**src/rtl/cpu_common_pkg.sv**
```systemverilog
// Shared CPU front-end types: fetch reasons, fetch FSM states and the
// fetched-instruction buffer entry layout.
package cpu_common;

    // Widest PC any core in this family uses; buffer entries carry this width.
    localparam int unsigned CPU_XLEN_MAX = 64;

    typedef enum logic [1:0] {
        IF_PREFETCH   = 2'd0,
        IF_MISPREDICT = 2'd1,
        IF_FENCEI     = 2'd2,
        IF_TRAP       = 2'd3
    } if_reason_t;

    typedef enum logic [1:0] {
        IDLE = 2'd0,
        BUSY = 2'd1,
        WAIT = 2'd2,
        HALT = 2'd3
    } fetch_state_e;

    typedef struct packed {
        logic [CPU_XLEN_MAX-1:0] pc;
        logic [31:0]             instr;
        logic                    exception;
    } fetch_entry_t;

endpackage

```
**src/rtl/if_fetch_unit_fifo.sv**
```systemverilog
// Fetched-instruction buffer: power-of-two depth circular FIFO with flush.
// Push and pop may occur together, including while full.
module if_fetch_fifo
    import cpu_common::*;
#(
    parameter int unsigned DEPTH = 2
) (
    input  logic                       clk,
    input  logic                       rstn,
    input  logic                       push_i,
    input  logic                       pop_i,
    input  logic                       flush_i,
    input  fetch_entry_t               wdata_i,
    output fetch_entry_t               rdata_o,
    output logic                       full_o,
    output logic                       empty_o,
    output logic [$clog2(DEPTH):0]     count_o
);

    localparam int unsigned AW = $clog2(DEPTH);
    localparam logic [AW-1:0] PTR_ONE  = AW'(1);
    localparam logic [AW:0]   CNT_ONE  = (AW+1)'(1);
    localparam logic [AW:0]   CNT_FULL = (AW+1)'(DEPTH);

    logic [AW-1:0] wptr_q, wptr_d, rptr_q, rptr_d;
    logic [AW:0]   cnt_q, cnt_d;
    fetch_entry_t  mem_q [DEPTH];
    logic          do_push, do_pop;

    assign empty_o = (cnt_q == '0);
    assign full_o  = (cnt_q == CNT_FULL);
    assign count_o = cnt_q;
    assign rdata_o = mem_q[rptr_q];

    // A pop while full frees the slot the concurrent push lands in.
    assign do_pop  = pop_i && !empty_o;
    assign do_push = push_i && (!full_o || do_pop);

    // Pointer and occupancy next-state; flush clears everything.
    always_comb begin
        wptr_d = wptr_q;
        rptr_d = rptr_q;
        cnt_d  = cnt_q;
        if (flush_i) begin
            wptr_d = '0;
            rptr_d = '0;
            cnt_d  = '0;
        end else begin
            if (do_push) wptr_d = wptr_q + PTR_ONE;
            if (do_pop)  rptr_d = rptr_q + PTR_ONE;
            case ({do_push, do_pop})
                2'b10:   cnt_d = cnt_q + CNT_ONE;
                2'b01:   cnt_d = cnt_q - CNT_ONE;
                default: cnt_d = cnt_q;
            endcase
        end
    end

    // Control registers with asynchronous reset.
    always_ff @(posedge clk or negedge rstn) begin
        if (!rstn) begin
            wptr_q <= '0;
            rptr_q <= '0;
            cnt_q  <= '0;
        end else begin
            wptr_q <= wptr_d;
            rptr_q <= rptr_d;
            cnt_q  <= cnt_d;
        end
    end

    // Entry storage; contents are meaningless until the count covers them.
    always_ff @(posedge clk) begin
        if (do_push && !flush_i) mem_q[wptr_q] <= wdata_i;
    end

endmodule

```
**src/rtl/if_fetch_unit.sv**
```systemverilog
// Instruction fetch unit: one outstanding I-cache request at a time, a small
// buffer toward decode, and redirect handling that discards stale responses.
// Build option: IF_FETCH_RVC_EN enables 16-bit compressed instruction
// stepping (PC advances by 2 for non-32-bit encodings, 2-byte redirect
// alignment). Without it every instruction is 4 bytes and redirects are
// 4-byte aligned.
module if_fetch_unit
    import cpu_common::*;
#(
    parameter int unsigned XLEN       = 64,
    parameter int unsigned FIFO_DEPTH = 2
) (
    input  logic              clk,
    input  logic              rstn,
    // privilege state and cache maintenance, passed straight through
    input  logic [1:0]        prv_i,
    input  logic              sum_i,
    input  logic [XLEN-1:0]   atp_i,
    input  logic              flush_cache_i,
    input  logic              flush_tlb_i,
    // redirect
    input  logic              redirect_valid_i,
    input  logic [XLEN-1:0]   redirect_pc_i,
    input  if_reason_t        redirect_reason_i,
    // decode handshake
    output logic              fetch_valid_o,
    input  logic              fetch_ready_i,
    output logic [XLEN-1:0]   fetch_pc_o,
    output logic [31:0]       fetch_instr_o,
    output logic              fetch_exception_o,
    // instruction cache, initiator side
    output logic              cache_req_valid_o,
    output logic [XLEN-1:0]   cache_req_pc_o,
    output if_reason_t        cache_req_reason_o,
    output logic [1:0]        cache_req_prv_o,
    output logic              cache_req_sum_o,
    output logic [XLEN-1:0]   cache_req_atp_o,
    output logic              cache_flush_cache_o,
    output logic              cache_flush_tlb_o,
    input  logic              cache_resp_valid_i,
    input  logic [XLEN-1:0]   cache_resp_pc_i,
    input  logic [31:0]       cache_resp_instr_i,
    input  logic              cache_resp_exception_i
);

    localparam int unsigned   CW       = $clog2(FIFO_DEPTH) + 1;
    localparam logic [CW-1:0] CNT_LAST = CW'(FIFO_DEPTH - 1);

    function automatic logic [XLEN-1:0] align_pc(input logic [XLEN-1:0] pc);
`ifdef IF_FETCH_RVC_EN
        return pc & ~XLEN'(1);
`else
        return pc & ~XLEN'(3);
`endif
    endfunction

    function automatic logic [XLEN-1:0] step_pc(input logic [XLEN-1:0] pc,
                                                 input logic compressed);
        return compressed ? pc + XLEN'(2) : pc + XLEN'(4);
    endfunction

    fetch_state_e  state_q, state_d;
    logic          discard_q, discard_d;
    logic [XLEN-1:0] pc_q, pc_d;
    logic [XLEN-1:0] pend_pc_q, pend_pc_d;
    if_reason_t    pend_reason_q, pend_reason_d;

    logic          req_valid;
    logic [XLEN-1:0] req_pc;
    if_reason_t    req_reason;
    logic          push;
    logic          rvc_w;
    logic [XLEN-1:0] npc_w;
    logic          slot_after;
    fetch_entry_t  push_entry, head_entry;
    logic          fifo_full, fifo_empty;
    logic [CW-1:0] fifo_count;

`ifdef IF_FETCH_RVC_EN
    assign rvc_w = (cache_resp_instr_i[1:0] != 2'b11);
`else
    assign rvc_w = 1'b0;
`endif
    assign npc_w = step_pc(cache_resp_pc_i, rvc_w);

    // Pushing one entry leaves room for another if decode pops this cycle or
    // the buffer held fewer than DEPTH-1 entries beforehand.
    assign slot_after = (fetch_valid_o && fetch_ready_i) || (fifo_count < CNT_LAST);

    assign push_entry.pc        = CPU_XLEN_MAX'(cache_resp_pc_i);
    assign push_entry.instr     = cache_resp_exception_i ? {16'h0000, cache_resp_instr_i[15:0]}
                                                         : cache_resp_instr_i;
    assign push_entry.exception = cache_resp_exception_i;

    if_fetch_fifo #(.DEPTH(FIFO_DEPTH)) u_fifo (
        .clk     (clk),
        .rstn    (rstn),
        .push_i  (push),
        .pop_i   (fetch_ready_i),
        .flush_i (redirect_valid_i),
        .wdata_i (push_entry),
        .rdata_o (head_entry),
        .full_o  (fifo_full),
        .empty_o (fifo_empty),
        .count_o (fifo_count)
    );

    assign fetch_valid_o     = !fifo_empty;
    assign fetch_pc_o        = head_entry.pc[XLEN-1:0];
    assign fetch_instr_o     = head_entry.instr;
    assign fetch_exception_o = head_entry.exception;

    // No request may leave while reset is held, whatever redirect does.
    assign cache_req_valid_o   = req_valid && rstn;
    assign cache_req_pc_o      = req_pc;
    assign cache_req_reason_o  = req_reason;
    assign cache_req_prv_o     = prv_i;
    assign cache_req_sum_o     = sum_i;
    assign cache_req_atp_o     = atp_i;
    assign cache_flush_cache_o = flush_cache_i;
    assign cache_flush_tlb_o   = flush_tlb_i;

    // FSM state and discard flag, asynchronously reset.
    always_ff @(posedge clk or negedge rstn) begin
        if (!rstn) begin
            state_q   <= IDLE;
            discard_q <= 1'b0;
        end else begin
            state_q   <= state_d;
            discard_q <= discard_d;
        end
    end

    // PC bookkeeping; only meaningful once the FSM has left IDLE.
    always_ff @(posedge clk) begin
        pc_q          <= pc_d;
        pend_pc_q     <= pend_pc_d;
        pend_reason_q <= pend_reason_d;
    end

    // Next-state: redirects always restart fetch; a redirect racing an
    // outstanding request is parked until the stale response shows up.
    always_comb begin
        state_d       = state_q;
        discard_d     = discard_q;
        pc_d          = pc_q;
        pend_pc_d     = pend_pc_q;
        pend_reason_d = pend_reason_q;
        case (state_q)
            IDLE: begin
                if (redirect_valid_i) state_d = BUSY;
            end
            BUSY: begin
                if (redirect_valid_i) begin
                    if (cache_resp_valid_i) begin
                        discard_d = 1'b0;
                    end else begin
                        discard_d     = 1'b1;
                        pend_pc_d     = align_pc(redirect_pc_i);
                        pend_reason_d = redirect_reason_i;
                    end
                end else if (cache_resp_valid_i) begin
                    if (discard_q) begin
                        discard_d = 1'b0;
                    end else if (cache_resp_exception_i) begin
                        state_d = HALT;
                    end else begin
                        pc_d = npc_w;
                        if (!slot_after) state_d = WAIT;
                    end
                end
            end
            WAIT: begin
                if (redirect_valid_i || !fifo_full) state_d = BUSY;
            end
            HALT: begin
                if (redirect_valid_i) state_d = BUSY;
            end
            default: state_d = IDLE;
        endcase
    end

    // Outputs: request issue and buffer push for the current state.
    always_comb begin
        req_valid  = 1'b0;
        req_pc     = align_pc(redirect_pc_i);
        req_reason = redirect_reason_i;
        push       = 1'b0;
        case (state_q)
            IDLE, HALT: begin
                if (redirect_valid_i) req_valid = 1'b1;
            end
            WAIT: begin
                if (redirect_valid_i) begin
                    req_valid = 1'b1;
                end else if (!fifo_full) begin
                    req_valid  = 1'b1;
                    req_pc     = pc_q;
                    req_reason = IF_PREFETCH;
                end
            end
            BUSY: begin
                if (redirect_valid_i) begin
                    req_valid = cache_resp_valid_i;
                end else if (cache_resp_valid_i) begin
                    if (discard_q) begin
                        req_valid  = 1'b1;
                        req_pc     = pend_pc_q;
                        req_reason = pend_reason_q;
                    end else begin
                        push = 1'b1;
                        if (!cache_resp_exception_i && slot_after) begin
                            req_valid  = 1'b1;
                            req_pc     = npc_w;
                            req_reason = IF_PREFETCH;
                        end
                    end
                end
            end
            default: req_valid = 1'b0;
        endcase
    end

endmodule
```
**config.mk**
```make
export PLATFORM = sky130hd
export DESIGN_NAME = if_fetch_unit
export DESIGN_NICKNAME = d
export VERILOG_FILES = /design/src/rtl/cpu_common_pkg.sv /design/src/rtl/if_fetch_unit_fifo.sv /design/src/rtl/if_fetch_unit.sv
export SDC_FILE = /design/constraint.sdc
export NUM_CORES = 1
export LEC_CHECK = 0
export ABC_AREA = 0
export BUFFER_PORTS_ARGS = -buffer_cell sky130_fd_sc_hd__buf_4
export CORE_UTILIZATION = 41
export DETAILED_ROUTE_END_ITERATION = 10
export GPL_TIMING_DRIVEN = 1
export HOLD_SLACK_MARGIN = 0.08
export PLACE_DENSITY = 0.71
export RECOVER_POWER = 25
export SYNTH_ARGS = -nofsm -noshare
export SYNTH_HDL_FRONTEND = slang
export SYNTH_SLANG_ARGS = --single-unit
```
**constraint.sdc**
```tcl
create_clock -name clk -period 7 [get_ports clk]
set_input_delay 0.35 -clock clk [delete_from_list [all_inputs] [get_ports clk]]
set_output_delay 0.35 -clock clk [all_outputs]
set_load 0.005 [all_outputs]
```
# Word-level counts from Yosys, hierarchy flattened

Memory sizes are Yosys's and may differ from the RTL's.
Cells that the tools add are included.

Bits in registers: 135
Memory bits (writable): 194
Bits of input ports: 237
Output and inout port bits: 234
Word-level logic and storage cells: 100
Memories kept: 1

Add/subtract/negate cells: 5
Order comparisons: 1
Equality and inequality tests: 12
Mux-type cells: 46
Bitwise logic cells: 4
Reduce and logical (&&, ||, !) cells: 23

Memory list:

| memory       | depth | width | read ports | clocked after Yosys merged registers in | wr ports | line                     | source |
|---|---|---|---|---|---|---|---|
| u_fifo.mem_q | 2     | 97    | 1          | 0                                       | 1        | if_fetch_unit_fifo.sv:27 | `fetch_entry_t mem_q [DEPTH];` |

Operator list:

| cell                                           | number |
|---|---|
| 2-to-1 mux 64 bit                              | 6 |
| case mux 64 bit (2 select lines)               | 1 |
| adder 64 x 3 -> 64 bit (second input constant) | 1 |
| 2-to-1 mux 32 bit                              | 1 |
| 2-to-1 mux 2 bit                               | 14 |
| 2-to-1 mux 1 bit                               | 20 |
| == test 2 bit (second input constant)          | 4 |
| inequality test 2 bit (second input constant)  | 4 |
| case mux 2 bit (2 select lines)                | 2 |
| case mux 2 bit (3 select lines)                | 1 |
| AND reduction 6 bit                            | 1 |
| nonzero test 2 bit                             | 3 |
| logical AND 1 bit                              | 5 |
| AND reduction 5 bit                            | 1 |
| == test 2 x 1 -> 1 bit (second input constant) | 2 |
| logical NOT 1 bit                              | 4 |
| logical NOT 2 bit                              | 2 |
| NOT 1 bit                                      | 4 |
| logical OR 1 bit                               | 3 |
| inequality test 3 bit (second input constant)  | 1 |
| case mux 1 bit (3 select lines)                | 1 |
| AND reduction 3 bit                            | 1 |
| nonzero test 3 bit                             | 1 |
| adder 1 bit (second input constant)            | 2 |
| 6 further kinds                                | 6 |

# Longest topological paths before layout

Word-level depth: 11
Mapped depth: 11

# Hierarchy

A second synthesis with hierarchy kept.

Cells, all modules: 1257
Area total of the unflattened synthesis: 16219.3 um^2

By module, submodules not included:

| module        | instances | cells an instance | area an instance (um^2) | seq. area each (um^2) |
|---|---|---|---|---|
| if_fetch_unit | 1         | 930               | 8949.8                  | 3918.8 |
| if_fetch_fifo | 1         | 327               | 7269.5                  | 5925.7 |

# Worst setup path before layout

Ideal clock, no wire load.

Path type: flip-flop to flip-flop
Start point: reg state_q[1]
End point: reg u_fifo.wptr_q
Setup time: 90 ps
Arrival time: 5999 ps
Slack: 911 ps
Cell stages (with the launch flop): 8
Buffers on the path: 1
Clock period less this slack: 6089 ps
Path through: dfrtp_1 > inv_1 > ha_1 > clkbuf_1 > nand3_1 > a21oi_1 > nor2b_1 > or2_2

Word-level cells in the longest chain between the ends: 4

Ends and longest elaborated chain:

| item                         | line                     | source |
|---|---|---|
| start: declaration           | if_fetch_unit.sv:62      | `fetch_state_e state_q, state_d;` |
| start signal: assignment     | if_fetch_unit.sv:129     | `state_q <= state_d;` |
| == test 2 x 1 -> 1 bit       | if_fetch_unit.sv:189     | `case (state_q)` |
| 2-to-1 mux 1 bit             | if_fetch_unit.sv:189     |  |
| logical AND 1 bit            | if_fetch_unit_fifo.sv:37 | `assign do_push = push_i && (!full_o \|\| do_pop);` |
| nonzero test 2 bit (no line) | --                       |  |
| end signal: assignment       | if_fetch_unit_fifo.sv:66 | `wptr_q <= wptr_d;` |
| end: declaration             | if_fetch_unit_fifo.sv:25 | `logic [AW-1:0] wptr_q, wptr_d, rptr_q, rptr_d;` |

No other way between the ends.
A chain may end at the register's enable or synchronous reset.

# Worst setup path after layout

Start point: reg state_q[1]
End point: out cache_req_pc_o[6]

Word-level cells in the longest chain between the ends: 2
Elaborated cells between the ends (all ways): 3
Those cells by class: 2 x eq/ne; 1 x mux

Ends and longest elaborated chain:

| item                                                           | line                 | source |
|---|---|---|
| == test 2 x 1 -> 1 bit / == test 2 bit (equally long branches) | if_fetch_unit.sv:189 |  |
| case mux 64 bit (2 select lines) (*)                           | if_fetch_unit.sv:189 |  |
| end: declaration                                               | if_fetch_unit.sv:33  | `output logic [XLEN-1:0] cache_req_pc_o,` |

Every way passes the cells marked *; elsewhere a longest branch is shown, timed or not.

==> results_dict.tcl <==
set metrics [dict create \
    cpPeakStageDelay_ps 830 \
    irDropWorstVdd_v 0.000223 \
    final_antenna_net_count 0 \
    worstPathArrival_ps 4460 \
    clkSlewWorstSetupHoldPaths_ps 60 \
    worst_pin_slew_ps 1140 \
    postCtsSetupRepairBufs 0 \
    whs_path_depth 2 \
    syn_to_final_growth_pct 30.4 \
    finalCriticalPeriod_ps 4810 \
    final_common_cell "edfxtp_1" \
    synth_cells 1356 \
    portBuffers 330 \
    rr_worst_depth 6 \
    fp-row-count 73 \
    drt_iter0_markers 1567 \
    final_cell_mix "edfxtp_1 (322), buf_4 (279), dlygate4sd3_1 (147)" \
    r2r_setup_slack_ps 3280 \
    core_um2 39700 \
    r2r-start "discard_q" \
    die_y_um 203 \
    syn-num-nets 1598 \
    total_power_mw 7.28 \
    required_ps 6650 \
    cts_buffer_depth 3 \
    finish.net_count 1993 \
    maxCapViolations 0 \
    drt-pass1-iter-count 5 \
    crit-reg2reg-capture "u_fifo.mem_q[1][49]" \
    start_util_pct 41.5 \
    drive_gt1_share_pct 27.6 \
    die_w_um 203 \
    num_io_pins 471 \
    overflow 0 \
    cts_resized 0 \
    status "finished clean" \
    yosysWarnings 0 \
    cts-root-buf "clkbuf_16" \
    hpwlAfterDp_um 38000 \
    cp-end-kind "output port" \
    synth-async-reset-ratio_pct 2.13 \
    grt_max_degree 53 \
    ys.flop_type "edfxtp_1" \
    antenna_found_initial 2 \
    routedWlPerCell_um 24.4 \
    vias 13600 \
    synth.distinct_cells 67 \
    netlist_area_um2 16500 \
    ys_seq_area_share_pct 59.7 \
    fin_setup_tns_ps 0 \
    hold_end "u_fifo.mem_q[0][26]" \
    p_leak_nw 7.65 \
    ys_ff_latch 329 \
    worst_clock_skew_ps 10.0 \
    start_kind "flop" \
    track_usage_pct 26.8 \
    p_per_area_nw_per_um2 338 \
    fmax_mhz 208 \
    min_period_over_period_pct 68.7 \
    cp_max_fo 35 \
    hold_viol 0 \
    grt_pass1_vias 13300 \
    die_area_um2 41000 \
    drc 0 \
    drt_wl_total_um 56300 \
    crit_type "reg -> out" \
    gp_congestion 0.962 \
    cts_sinks 329 \
    synth_area_per_cell_um2 12.2 \
    clk_latency_ps 540 \
    relSlewSlack_pct 24.0 \
    cts_hold_buf 147 \
    cts_htree_levels 2 \
    synth_edf_count 322 \
    setup_violations 0 \
    tritoncts "yes" \
    cpMaxStageDelayCell "nor2b_1" \
    numCtsBuffers 36 \
    rsz0062_at_grt "false" \
    grt_pass1_wl_um 82400 \
    crit_path_cell_trace "inv_1, ha_1, buf_4, nor2b_1, nand2_1, o21ai_0, nand2_1, o21ai_0, buf_4" \
    hp-start "cache_resp_instr_i[25]" \
    drv_slew 0 \
    vias_per_cell 5.90 \
    worstHoldPathType "in -> reg" \
]
[sequential cells by signal, indices dropped and copies added, names as in the netlist]
register	flops
pc_q	64
u_fifo.wptr_q	1
state_q	2
discard_q	1
u_fifo.rptr_q	1
pend_reason_q	2
pend_pc_q	62
u_fifo.count_o	2
u_fifo.mem_q	194
[metrics by stage]
step                      area, um2  util [%]  hold WS [ps]  instances  worst slack, ps
after floorplan               16500         -          54.4       1356              911
after global placement        19100      47.9           176       2091             2970
after detailed placement      19100      47.9           179       2091             2970
after CTS                     21800      54.7           120       2302             2370
after global routing          21500      54.1           144       2303             2080
final                         21500      54.1           154       2305             2190
[worst max-delay path, delay by kind of cell (launching register included)]
kind / cells / cell delay (ps)
AOI/OAI and AO/OA: 2 / 790
adders and majority gates: 1 / 470
buffers and inverters: 3 / 780
DFF: 1 / 400
and+or+nand+nor: 3 / 1440
[synthesized netlist by cell type (all sizes together), types with 21 or more instances]
| cell | count | share of area [%] |
|---|---|---|
| o21ai | 53 | 1.6 |
| nand4 | 30 | 1.2 |
| nor3 | 22 | 0.67 |
| nand2 | 130 | 3.0 |
| a21oi | 80 | 2.4 |
| xnor2 | 28 | 1.5 |
| nand3 | 41 | 1.2 |
| nor2 | 75 | 1.7 |
| o221ai | 46 | 2.4 |
| clkbuf | 67 | 1.6 |
| buf | 79 | 3.4 |
| a31oi | 21 | 0.80 |
| edfxtp | 322 | 59 |
| mux2 | 111 | 7.6 |
| xor2 | 21 | 1.1 |
| a22oi | 21 | 0.96 |
[how the worst max path moves through the flow]
stage	start	endpoint	slack (ps)	cells after the start
global route	state_q[1]	cache_req_pc_o[6]	2080	9
CTS	state_q[1]	cache_req_pc_o[6]	2370	9
global placement	state_q[1]	cache_req_pc_o[6]	2970	9
floorplan	state_q[1]	u_fifo.wptr_q	910	7
finish	state_q[1]	cache_req_pc_o[6]	2190	9
detailed placement	state_q[1]	cache_req_pc_o[6]	2970	9
[power by group]
part,switching [mW],internal (mW)
registers,0.0887,2.39
clock network,0.812,1.19
logic,1.58,1.22
total,2.48,4.80
[routing by layer]
layer  track usage, %  wire, um  vias to the layer above  share of wire [%]
met5                0         0                        -                  0
met4             11.4      2160                        0                3.8
met3             7.64      6240                      145                 11
met2             43.7     26900                      893                 48
met1             33.2     21000                     6619                 37
li1                 -         -                     5951                  -
[layout make-up]
class | instances | area [um2]
clock buffer | 39 | 933
inverter | 16 | 60.1
antenna | 3 | 7.51
tap | 525 | 657
timing repair buffer | 503 | 3900
fill | 3428 | 18200
sequential | 329 | 9850
clock inverter | 25 | 295
multi-input combinational | 865 | 5810
[logic make-up (layout without fill, tap and decap cells)]
family          after synthesis  in the layout  synth area share, %
fa+ha+maj                     5              5                0.379
compound gates              308            308                 12.6
flops                       329            329                 59.7
mux                         115            115                 7.82
other cells                   0              3                    0
simple gates                388            388                 11.5
xor+xnor                     49             49                 2.60
buf+inv                     162            583                 5.37
Note: power is estimated with default switching activity, not from simulation.
